[config.mk]
export PLATFORM = sky130hd
export DESIGN_NAME = vram_arbiter
export DESIGN_NICKNAME = d
export VERILOG_FILES = /design/src/rtl/vram_pkg.sv /design/src/rtl/vram_req_latch.sv /design/src/rtl/vram_arbiter.sv
export SDC_FILE = /design/constraint.sdc
export NUM_CORES = 1
export LEC_CHECK = 0
export CAP_MARGIN = 15
export CORE_ASPECT_RATIO = 1.25
export CORE_MARGIN = 2
export CORE_UTILIZATION = 49
export CTS_CLUSTER_DIAMETER = 200
export DETAILED_ROUTE_END_ITERATION = 8
export GPL_TIMING_DRIVEN = 0
export PLACE_DENSITY_LB_ADDON = 0.3
export SLEW_MARGIN = 5
export SYNTH_ARGS = -nofsm -noshare
export SYNTH_HDL_FRONTEND = slang
export SYNTH_HIERARCHICAL = 1
export SYNTH_SLANG_ARGS = --single-unit
[constraint.sdc]
create_clock -name clock -period 3.4 [get_ports clock]
set_input_delay 0.51 -clock clock [delete_from_list [all_inputs] [get_ports clock]]
set_output_delay 0.51 -clock clock [all_outputs]
set_load 0.01 [all_outputs]
[src/rtl/vram_pkg.sv]
// Shared types and defaults for the video RAM arbiter: slot states, bank codes, widths.
package vram_pkg;

    localparam int VRAM_AW = 13;
    localparam int VRAM_DW = 8;

    localparam logic [1:0] BANK_BLUE   = 2'd0;
    localparam logic [1:0] BANK_RED    = 2'd1;
    localparam logic [1:0] BANK_GREENX = 2'd2;
    localparam logic [1:0] BANK_GREEN  = 2'd3;

    typedef enum logic [1:0] {
        S_IDLE = 2'd0,
        S_VID  = 2'd1,
        S_CPU  = 2'd2
    } slot_state_t;

endpackage

[src/rtl/vram_req_latch.sv]
// Four-phase CPU request capture: one access per cpu_req high period, re-armed only after req drops.
module vram_req_latch (
    input  logic i_clock,
    input  logic i_reset_n,
    input  logic i_req,
    input  logic i_done,
    output logic o_pending,
    output logic o_accept
);

    logic r_pending;
    logic r_armed;
    logic w_accept;

    assign w_accept  = i_req && r_armed && !r_pending;
    assign o_pending = r_pending;
    assign o_accept  = w_accept;

    always_ff @(posedge i_clock) begin
        if (!i_reset_n) begin
            r_pending <= 1'b0;
            r_armed   <= 1'b1;
        end else if (i_done) begin
            // A held request must fall before it can be taken again.
            r_pending <= 1'b0;
            r_armed   <= 1'b0;
        end else begin
            if (w_accept)
                r_pending <= 1'b1;
            if (!i_req)
                r_armed <= 1'b1;
        end
    end

endmodule

[src/rtl/vram_arbiter.sv]
// Slot arbiter sharing one SRAM port between video fetch (odd slots while vact) and the CPU.
// Optional VRAM_BLANK_ONLY_EN restricts CPU slots to vact=0.
module vram_arbiter
    import vram_pkg::*;
#(
    parameter int AW = VRAM_AW,
    parameter int DW = VRAM_DW
) (
    input  logic          clock,
    input  logic          reset,
    input  logic          ce,
    input  logic          vact,
    input  logic [1:0]    vbank,
    input  logic [AW-1:0] vaddr,
    output logic [DW-1:0] vq,
    input  logic          cpu_req,
    input  logic          cpu_we,
    input  logic [1:0]    cpu_bank,
    input  logic [AW-1:0] cpu_addr,
    input  logic [DW-1:0] cpu_d,
    output logic [DW-1:0] cpu_q,
    output logic          cpu_ack,
    output logic          cpu_wait,
    output logic [AW+1:0] mem_a,
    output logic          mem_we,
    output logic [DW-1:0] mem_d,
    input  logic [DW-1:0] mem_q
);

    slot_state_t   r_state;
    logic          r_phase;
    logic [DW-1:0] r_vq;
    logic [DW-1:0] r_cpu_q;
    logic          r_cpu_ack;
    logic [AW+1:0] r_mem_a;
    logic          r_mem_we;
    logic [DW-1:0] r_mem_d;
    logic          r_req_we;
    logic [AW+1:0] r_req_a;
    logic [DW-1:0] r_req_d;

    logic w_pending;
    logic w_accept;
    logic w_cpu_done;
    logic w_vid_slot;
    logic w_cpu_slot;

    assign w_cpu_done = ce && (r_state == S_CPU);
    assign w_vid_slot = vact && r_phase;

    // The completing CPU slot must not be granted again on its own ending edge.
`ifdef VRAM_BLANK_ONLY_EN
    assign w_cpu_slot = !vact && w_pending && !w_cpu_done;
`else
    assign w_cpu_slot = w_pending && !w_cpu_done;
`endif

    vram_req_latch u_req (
        .i_clock   (clock),
        .i_reset_n (reset),
        .i_req     (cpu_req),
        .i_done    (w_cpu_done),
        .o_pending (w_pending),
        .o_accept  (w_accept)
    );

    always_ff @(posedge clock) begin
        if (!reset) begin
            r_state   <= S_IDLE;
            r_phase   <= 1'b0;
            r_vq      <= '0;
            r_cpu_q   <= '0;
            r_cpu_ack <= 1'b0;
            r_mem_a   <= '0;
            r_mem_we  <= 1'b0;
            r_mem_d   <= '0;
            r_req_we  <= 1'b0;
            r_req_a   <= '0;
            r_req_d   <= '0;
        end else begin
            r_cpu_ack <= w_cpu_done;
            // Request fields are latched so a request dropped while pending still completes intact.
            if (w_accept) begin
                r_req_we <= cpu_we;
                r_req_a  <= {cpu_bank, cpu_addr};
                r_req_d  <= cpu_d;
            end
            if (ce) begin
                r_phase <= vact ? ~r_phase : 1'b0;
                if (r_state == S_VID)
                    r_vq <= mem_q;
                if (w_cpu_done && !r_mem_we)
                    r_cpu_q <= mem_q;
                if (w_vid_slot) begin
                    r_state  <= S_VID;
                    r_mem_a  <= {vbank, vaddr};
                    r_mem_we <= 1'b0;
                end else if (w_cpu_slot) begin
                    r_state  <= S_CPU;
                    r_mem_a  <= r_req_a;
                    r_mem_d  <= r_req_d;
                    r_mem_we <= r_req_we;
                end else begin
                    r_state  <= S_IDLE;
                    r_mem_we <= 1'b0;
                end
            end
        end
    end

    assign vq       = r_vq;
    assign cpu_q    = r_cpu_q;
    assign cpu_ack  = r_cpu_ack;
    assign cpu_wait = w_pending;
    assign mem_a    = r_mem_a;
    assign mem_we   = r_mem_we;
    assign mem_d    = r_mem_d;

endmodule

## Yosys cells after proc, flatten, opt, wreduce, memory -nomap -nowiden

Cells that the tools add are included.

- Bits in latches: 0
- Logic and storage cells: 43
- Output and inout bits: 42
- Input bits: 52
- Flip-flop bits (word level): 70
- Memory bits (read-only): 0
- Bits in writable memories: 0
- Memories: 0

- $mul: 0
- Bitwise operators: 3
- Reductions and logical operators: 15
- Muxes and demuxes: 9
- Order comparisons: 0
- Divide/modulo/power cells: 0
- Add/sub/neg operators: 0
- Eq/ne operators: 3
- Shift operators: 0

Operators by type and width:

| kind | number |
|---|---|
| $mux W15 | 2 |
| $logic_and A1 B1 Y1 | 6 |
| $reduce_and A2 Y1 | 3 |
| $mux W1 | 5 |
| $mux W2 | 2 |
| $logic_not A1 Y1 | 3 |
| $not A1 Y1 | 3 |
| $reduce_and A3 Y1 | 1 |
| $eq A2 B1 Y1 const B | 1 |
| $eq A2 B2 Y1 const B | 1 |
| $ne A2 B1 Y1 const B | 1 |
| $reduce_bool A2 Y1 | 1 |
| $reduce_or A2 Y1 | 1 |

## Longest topological paths before layout

- Word-level depth: 6
- Depth in mapped cells: 6
- Gate-level depth less buffers: 4

## By module

Netlist, hierarchy kept.

Modules (own cells, without submodules):

| module | cells each | sequential area each (um2) | times used | area an instance (um2) |
|---|---|---|---|---|
| vram_arbiter | 243 | 1361.3 | 1 | 2732.6 |
| vram_req_latch | 8 | 40.0 | 1 | 76.3 |

## Least setup slack after synthesis

No wires, ideal clock.

- Path type: input -> register
- Start: in cpu_req
- End: reg r_req_a[0]
- Arrival: 1306 ps
- Path slack: 1978 ps
- Setup time: 116 ps
- Path buffers: 2
- Cell stages on the path: 6
- Data required time: 3284 ps
- Cell sequence: nand2_1 -> nor2_1 -> buf_2 -> buf_2 -> mux2i_1 -> nor2b_1

- Longest elaborated chain between the ends: 2

Ends and longest elaborated chain:

| element | RTL line | source |
|---|---|---|
| from (decl) | vram_arbiter.sv:16 | `input logic cpu_req,` |
| $logic_and A1 B1 Y1 (2 in a row) | vram_req_latch.sv:15 | `assign w_accept = i_req && r_armed && !r_pending;` |
| named net w_accept | vram_arbiter.sv:43 | `logic w_accept;` |
| to (signal assigned) | vram_arbiter.sv:85 | `r_req_a <= {cpu_bank, cpu_addr};` |
| to (decl) | vram_arbiter.sv:39 | `logic [AW+1:0] r_req_a;` |

The timed path passes the listed nets, and every way through them passes these cells.
A chain may end at the register's enable or synchronous reset.

## Worst setup path after layout

- Start: reg u_req.r_pending (netlist: u_req/o_pending)
- End: out cpu_wait

RTL lines:

| element | RTL line | source |
|---|---|---|
| from (decl) | vram_req_latch.sv:11 | `logic r_pending;` |
| from (signal assigned) | vram_req_latch.sv:21 | `r_pending <= 1'b0;` |
| from (signal assigned) | vram_req_latch.sv:25 | `r_pending <= 1'b0;` |
| from (signal assigned) | vram_req_latch.sv:29 | `r_pending <= 1'b1;` |
| to (decl) | vram_arbiter.sv:23 | `output logic cpu_wait,` |

No word-level cell between the ends.

==> results.sh <==
export IMPL_cts_hold_buf=0
export IMPL_setup_tns_ns=0
export IMPL_relSlewSlack=0.711
export IMPL_worst_path_max_delay_cell="clkdlybuf4s50_1"
export IMPL_crit_end="cpu_wait"
export IMPL_cts_root_buf="clkbuf_8"
export IMPL_drtPass1Iterations=4
export IMPL_setup_viol=0
export IMPL_die_y_um=88.7
export IMPL_cts_tree="yes"
export IMPL_switching_share=0.215
export IMPL_syn_nets=303
export IMPL_postCtsSetupBuffers=0
export IMPL_area_growth_pct=45.1
export IMPL_p_int_mw=1.54
export IMPL_tightest_slew_ns=0.434
export IMPL_antenna_cells=0
export IMPL_yosysTopAreaCell="dfxtp_1"
export IMPL_core_area_um2=5480
export IMPL_r2r_setup_slack_ns=1.90
export IMPL_power_frac_seq=0.450
export IMPL_port_buffers=93
export IMPL_synthCells=251
export IMPL_place_ws_ns=1.25
export IMPL_ios=94
export IMPL_p_leak_nw=1.54
export IMPL_hpwlAfterDp_um=4510
export IMPL_yosys_warnings=6
export IMPL_path_delay_family="buffers and inverters"
export IMPL_die_x_um=71.7
export IMPL_vias=2183
export IMPL_cts_inserted_buffers=9
export IMPL_reg2reg_to="r_req_d[5]"
export IMPL_status="complete, no violations"
export IMPL_syn_area_per_cell_um2=11.2
export IMPL_grt_antenna_before_repair=0
export IMPL_cts_resized=0
export IMPL_ir_worst_vdd_v=0.000309
export IMPL_cp_cell_sequence="clkdlybuf4s50_1"
export IMPL_netlist_area_leader_share=0.499
export IMPL_finalNetCount=407
export IMPL_reg2regPathDepth=5
export IMPL_fin_crit_ns=1.96
export IMPL_grt_overflow=0
export IMPL_wl_per_cell_um=14.7
export IMPL_worstSetupPathDepth=1
export IMPL_grt_max_degree=13
export IMPL_synth_most_common_cell="dfxtp_1"
export IMPL_grt_pass1_wl_um=9740
export IMPL_crit_arrival_ns=1.45
export IMPL_critical_path_class="reg -> out"
export IMPL_clk_latency_ns=0.34
export IMPL_syn_area_um2=2810
export IMPL_async_reset_ff_frac=0
export IMPL_dp_cells=408
export IMPL_antenna_left=0
export IMPL_drt_iter0_markers=60
export IMPL_hold_viol=0
export IMPL_clock_sinks=70
export IMPL_p_switching_uw=423
export IMPL_cap_viol_max_count=0
export IMPL_rsz0062_at_grt="no"
export IMPL_final_core_util=0.744
export IMPL_track_usage=0.200
export IMPL_drt_drc_violations_left=0
export IMPL_worst_slack_ns=1.44
export IMPL_min_path_type="reg -> reg"
export IMPL_p_clk_frac=0.423
export IMPL_ys_flop_type="dfxtp_1"
export IMPL_yosysSeqAreaShare=0.499
export IMPL_gp_congestion=0.758
export IMPL_synth_enable_flop_cells=0
export IMPL_startpoint_type="flip-flop"
export IMPL_synth_common_cells="dfxtp_1, mux2i_1, nor2b_1"
export IMPL_grt_pass1_vias=2122
export IMPL_required_ns=2.89
export IMPL_cts_path_max_buffers=2
export IMPL_path_max_fanout=7
export IMPL_ys_ff_latch=70
export IMPL_ys_types=29
export IMPL_initial_core_util=0.513
export IMPL_synth_area_top_cells="dfxtp_1, mux2i_1, nor2b_1, o21a_1, o221a_1"
export IMPL_path_clk_slew_ns=0.07
export IMPL_die_area_um2=6360
export IMPL_final_cells=424
export IMPL_finalWirelength_um=6230
export IMPL_power_density_nw_per_um2=483
export IMPL_crit_start="u_req/o_pending"
export IMPL_endpoint_kind="primary output"
export IMPL_combPwrFrac=0.127
export IMPL_viasPerCell=5.15
export IMPL_finalCritPeriodShare=0.576
export IMPL_slew_violations=0
export IMPL_final_setup_skew_ns=0.00595
export IMPL_cp_slowest_stage_delay_ns=0.61
export IMPL_timing_fmax_ghz=0.510
export IMPL_drive_above_1_share=0.114
export IMPL_htreeDepth=3
export IMPL_r2r_start="u_req/o_pending"
export IMPL_whs_ns=0.457
export IMPL_rows=30
export IMPL_crit_buf_inv=1
registers in the layout, summed over array words and instances, names as in the netlist, 2 cells and up:
name and flops:
mem_d 8, cpu_q 8, mem_a 15, r_state 2, vq 8, r_req_a 15
r_req_d 8
placed cells by master, fill, tap and decap left out, types with 3 or more instances in the layout:
cell and count:
bufinv_16 3, clkbuf_8 11, clkbuf_1 5, o21a_1 15, o221a_1 9, dfxtp_1 70
mux2i_1 48, buf_4 3, buf_2 7, clkdlybuf4s50_1 93, a21boi_0 3, buf_6 3
nand2_1 19, nand2b_1 4, o221a_2 6, nor2b_1 41
power by group through the flow:
stage	clock [mW]	sequential (mW)	combinational [mW]
2_1_floorplan	0	0.907	0.117
3_3_place_gp	0	0.901	0.248
3_5_place_dp	0	0.902	0.252
4_1_cts	0.849	0.884	0.253
5_1_grt	0.884	0.889	0.269
6_report	0.832	0.884	0.250
worst min path at each step:
stage	end	from	slack, ns	depth (start not counted)
after global placement	mem_d[7]	r_req_d[7]	0.44	2
after detailed placement	mem_d[4]	mem_d[4]	0.45	2
after floorplan	mem_d[0]	r_req_d[0]	0.44	2
after CTS	mem_d[4]	mem_d[4]	0.46	2
final	mem_d[4]	mem_d[4]	0.46	2
after global routing	mem_d[7]	mem_d[7]	0.48	2
cell type report:
type	count	area [µm²]
Buffer	18	110
Sequential cell	70	1400
Clock inverter	5	104
Tap cell	64	80.1
Multi-Input combinational cell	163	1300
Fill cell	397	1410
Timing Repair Buffer	93	931
Clock buffer	11	151
through the flow:
stage               instance area (µm²)  power [mW]
floorplan                          2810        1.02
global placement                   3820        1.15
detailed placement                 3820        1.15
CTS                                4080        1.99
global route                       4080        2.04
finish                             4080        1.97
logic make-up (layout without fill, tap and decap cells):
| group | after synthesis | after routing | synth area share |
|---|---|---|---|
| compound gates | 37 | 37 | 0.120 |
| buf+inv | 18 | 127 | 0.0392 |
| flops | 70 | 70 | 0.499 |
| mux | 48 | 48 | 0.171 |
| simple gates | 78 | 78 | 0.171 |
per-layer routing:
metal	vias to the layer above	share of wire	GRT usage	routed length, µm
li1	1088	-	-	-
met1	1020	0.43	0.232	2670
met2	65	0.50	0.340	3100
met3	10	0.053	0.0444	328
met4	0	0.021	0.117	133
met5	-	0	0	0
Power figures use the tool's default switching activity.
==> RTL edit 1, RTL diff (same flow settings) <==
Change the package constant `VRAM_DW` from 8 to 6.
--- a/src/rtl/vram_pkg.sv
+++ b/src/rtl/vram_pkg.sv
@@ -2,7 +2,7 @@
 package vram_pkg;
 
     localparam int VRAM_AW = 13;
-    localparam int VRAM_DW = 8;
+    localparam int VRAM_DW = 6;
 
     localparam logic [1:0] BANK_BLUE   = 2'd0;
     localparam logic [1:0] BANK_RED    = 2'd1;
Interface: changed (5 resized); port bits go from 94 to 84. The function was not compared with the original's and may differ.
==> RTL edit 1 against the unedited design <==
Sequential share of layout area is essentially flat; cell area shrank 11%; synthesized area shrank 9.8%; sequential power shrank 11%; total power shrank 20%; clock power shrank 33%; worst setup slack gained 0.039 ns; first-iteration DRC count grew 78%; global-route usage grew 0.82 points; sequential cell count shrank 8; critical path type unchanged; wire length shrank 11%; largest cell class unchanged; count of clock-buffer cells in the layout grew 3.
==> RTL edit 1: results <==
[status]
outcome = complete, no violations

[clock_tree]
path_clk_slew_ns = 0.06
clock_path_buffers = 2
cts_root_buf = clkbuf_8
cts_max_level = 3
numCtsBuffers = 9
clk_latency_ns = 0.32
ctsResizeCount = 0
post_cts.repair.setup_buffers = 0

[placed_design]
dpl_cell_area_um2 = 3443
dp_hpwl_um = 3997
io_buffers = 83
finalWeightedCongestion = 0.7377

[final_layout]
fillers = 422
post-route-util_pct = 71.60
final_layout_size_suffix_gt1_share_pct = 9.657
finalNetCount = 365
antenna_cells = 0

[logic_synthesis]
ys.flop_type = dfxtp_1
synth.area.top_cells = dfxtp_1 (49%), mux2i_1 (16%), nor2b_1 (8.6%), o221a_1 (6.7%), o21a_1 (4.4%)
yosysWarnings = 6
synth_fp_nets = 271
synthArstFlopShare_pct = 0
seq_area_frac_synth_pct = 48.96
synth_commonest_cells = dfxtp_1 (62), mux2i_1 (40), nor2b_1 (35)
yosysUniqueCellTypes = 31

[worst_setup_path]
crit_family = buffers and inverters
slowest_stage = clkdlybuf4s50_1
max_stage_delay_ns = 0.60
arrival_ns = 1.41
cp_max_fo = 7

[route]
routed-via-count = 1934
drt-pass1-iter-count = 4
avgRoutedWirePerCell_um = 14.51
drt_iter0_drc = 107

[power_and_ir_drop]
p_leak_nw = 1.359
peakVddDrop_uv = 317.0

[global_routing]
grt_pass1_vias = 1950
antenna_found_initial = 0
grt_max_degree = 11
grt_use_total_pct = 20.84
grt_pass1_wl_um = 8983

[sta]
slew-limit-headroom_pct = 67.07
skew_ns = 0.004342

[min_path]
min_path_type = reg2reg
[RTL edit 1: changes by cell type after synthesis, sizes merged]
cell and change:
nand2 -4, dfxtp -8, nor2b -6, mux2i -8, buf -4, clkbuf +2
[RTL edit 1: worst paths after layout]
path                                 startpoint          to  slack (ns)  cells past startpoint
worst min register to register         mem_d[2]    mem_d[2]        0.46                      2
worst max register to register  u_req/o_pending  r_req_a[8]        1.86                      5
worst max-delay path            u_req/o_pending    cpu_wait        1.48                      1
worst min-delay path                   mem_d[2]    mem_d[2]        0.46                      2
[RTL edit 1: final cells by class]
class                   count  area share, %
repair buffers             83          23.01
clock inverters             1         0.1386
flip-flops and latches     62          34.37
plain buffers              16          2.807
clock buffers              14          4.505
well taps                  62          2.148
multi-input cells         145          33.02
[RTL edit 1: per-layer routing]
metal,vias to the layer above,routed length [µm],global-route usage [%]
li1,972,-,-
met1,898,2457,26.00
met2,56,2788,33.72
met3,8,246,3.887
met4,0,65,10.18
met5,-,0,0
[RTL edit 1: through the flow]
| step | total power [mW] | cells | setup WS, ns |
|---|---|---|---|
| after CTS | 1.586 | 383 | 1.459 |
| after global routing | 1.646 | 383 | 1.404 |
| after detailed placement | 1.037 | 368 | 1.199 |
| final | 1.575 | 383 | 1.480 |
| after floorplan | 0.9159 | 223 | 1.961 |
| after global placement | 1.033 | 368 | 1.228 |
[RTL edit 1: where the power goes]
part,internal (mW),switching [mW],leakage (nW)
clock,0.300,0.254,0.0865
combinational,0.144,0.0898,0.766
sequential,0.765,0.0231,0.506
[RTL edit 1: kinds of logic after synthesis]
group	count (synthesis)	share of synthesized area, %
mux	40	15.79
simple gates	68	17.92
compound gates	37	13.33
flops	62	48.96
buf+inv	16	3.998
==> RTL edit 2, RTL diff (config.mk and constraints unchanged) <==
Without the edit above. Re-encode `slot_state_t` (3 states) as one-hot, 3 bits wide.
--- a/src/rtl/vram_pkg.sv
+++ b/src/rtl/vram_pkg.sv
@@ -9,10 +9,10 @@
     localparam logic [1:0] BANK_GREENX = 2'd2;
     localparam logic [1:0] BANK_GREEN  = 2'd3;
 
-    typedef enum logic [1:0] {
-        S_IDLE = 2'd0,
-        S_VID  = 2'd1,
-        S_CPU  = 2'd2
+    typedef enum logic [2:0] {
+        S_IDLE = 3'b001,
+        S_VID  = 3'b010,
+        S_CPU  = 3'b100
     } slot_state_t;
 
 endpackage
Formal check against the unedited RTL: same outputs for any inputs over 4 cycles, from zero or initial values and one cycle with reset low; so few cycles prove little.
==> RTL edit 2 against the unedited design <==
Sequential cell count increased by 1; sequential power increased by 0.5%; wire length increased by 15%; cell area grew 3.4%; worst setup slack worse by 0.12 ns; register-to-register slack got worse by 0.16 ns; final cell count up 11%; total power fell by 1.1%; synthesized area grew 5.9%.
==> RTL edit 2: results <==
[status]
outcome = complete, no violations

[route]
drt-pass1-iter-count = 6
vias_per_cell = 5.441
drc = 0
avgRoutedWirePerCell_um = 15.23
drt_iter0_drc = 113

[final_layout]
antenna_cells = 0
finalNetCount = 454
fillers = 472
layout.cells.non_filler = 472
multi_input_area_um2 = 1418
final_layout_size_suffix_gt1_share_pct = 13.30

[global_routing]
grt_use_total_pct = 22.66
grt_max_degree = 13
grt_pass1_wl_um = 11870
grt_pass1_vias = 2552
antenna_found_initial = 0

[logic_synthesis]
synth_fp_nets = 351
synth_commonest_cells = dfxtp_1 (71), mux2i_1 (55), nor2_1 (35)
yosysWarnings = 6
synthArstFlopShare_pct = 0
syn_area_per_cell_um2 = 9.951
yosysUniqueCellTypes = 31
synth.top_cell.area_share_pct = 47.77
ys.flop_type = dfxtp_1
seq_area_frac_synth_pct = 47.77
synth.area.top_cells = dfxtp_1 (48%), mux2i_1 (19%), a21oi_1 (4.5%), a31o_2 (4.4%), nor2_1 (4.4%)

[sta]
setup_violations = 0
tightest_slew_ns = 0.6557
skew_ns = 0.005753

[clock_tree]
ctsResizeCount = 0
post_cts.repair.setup_buffers = 0
clk_latency_ns = 0.33
path_clk_slew_ns = 0.07
clock_path_buffers = 2
cts_root_buf = clkbuf_8
numCtsBuffers = 9
cts_max_level = 3

[placed_design]
dp_hpwl_um = 5245
finalWeightedCongestion = 0.8198
io_buffers = 92
dp_cells = 457
dpl_cell_area_um2 = 3979

[worst_setup_path]
cp_max_fo = 10
arrival_ns = 2.28

[power_and_ir_drop]
p_leak_nw = 1.618
peakVddDrop_uv = 361.1

[min_path]
min_path_type = reg2reg

[flow_run]
maxCapViolations = 0
[RTL edit 2: cell types whose count changed in the layout (fill, tap and decap cells not counted), moves of 7 or more]
| cell | change |
|---|---|
| mux2i_1 | +7 |
| nand3b_1 | +7 |
| nor2b_1 | -39 |
| a21oi_1 | +26 |
| a211oi_2 | +9 |
| o21ai_0 | +8 |
| o221a_1 | -9 |
| clkbuf_1 | +9 |
| o21a_1 | -14 |
| nor2_1 | +34 |
| a31o_2 | +15 |
[RTL edit 2: path summary, 6_finish.rpt]
path,depth (start not counted),start,end,slack [ns]
worst min register to register,2,mem_d[3],mem_d[3],0.46
worst max-delay path,6,reset,r_req_a[11],1.32
worst max register to register,6,u_req/r_armed,r_req_a[11],1.74
worst min-delay path,2,mem_d[3],mem_d[3],0.46
[RTL edit 2: area by class of cell]
type                            count  area share [%]
Clock inverter                      6           2.614
Multi-Input combinational cell    199           33.65
Inverter                            2          0.1782
Tap cell                           66           1.960
Sequential cell                    71           33.74
Buffer                             27           3.059
Timing Repair Buffer               92           21.86
Clock buffer                        9           2.940
[RTL edit 2: power breakdown]
group | switching [mW] | leakage, nW | internal [mW]
clock network | 0.309 | 0.111 | 0.482
registers | 0.0201 | 0.579 | 0.868
logic | 0.117 | 0.928 | 0.149
[RTL edit 2: metal layers]
metal	track usage, %	up-vias	part of all wire [%]
li1	-	1259	-
met1	26.36	1214	41
met2	39.73	89	52
met3	4.772	6	5.8
met4	8.333	0	1.1
met5	0	-	0
[RTL edit 2: logic make-up after synthesis]
logic type / count (synthesis) / share of synthesized area [%]
AND/OR/NAND/NOR: 75 / 12.41
flip-flops: 71 / 47.77
multiplexers: 55 / 18.50
AO/OA/AOI/OAI: 69 / 16.74
buffers and inverters: 29 / 4.583
[RTL edit 2: metrics by stage]
step | total power, mW | setup slack (ns)
floorplan | 1.046 | 1.799
global placement | 1.165 | 0.9796
detailed placement | 1.173 | 0.9469
CTS | 1.957 | 1.302
global route | 2.019 | 1.122
finish | 1.945 | 1.324
[RTL edit 2: critical path, cell delays in order]
cell	delay (ns)
clkdlybuf4s50_1	0.43
clkbuf_1	0.25
inv_2	0.14
clkbuf_1	0.43
clkbuf_1	0.42
nor2_1	0.10
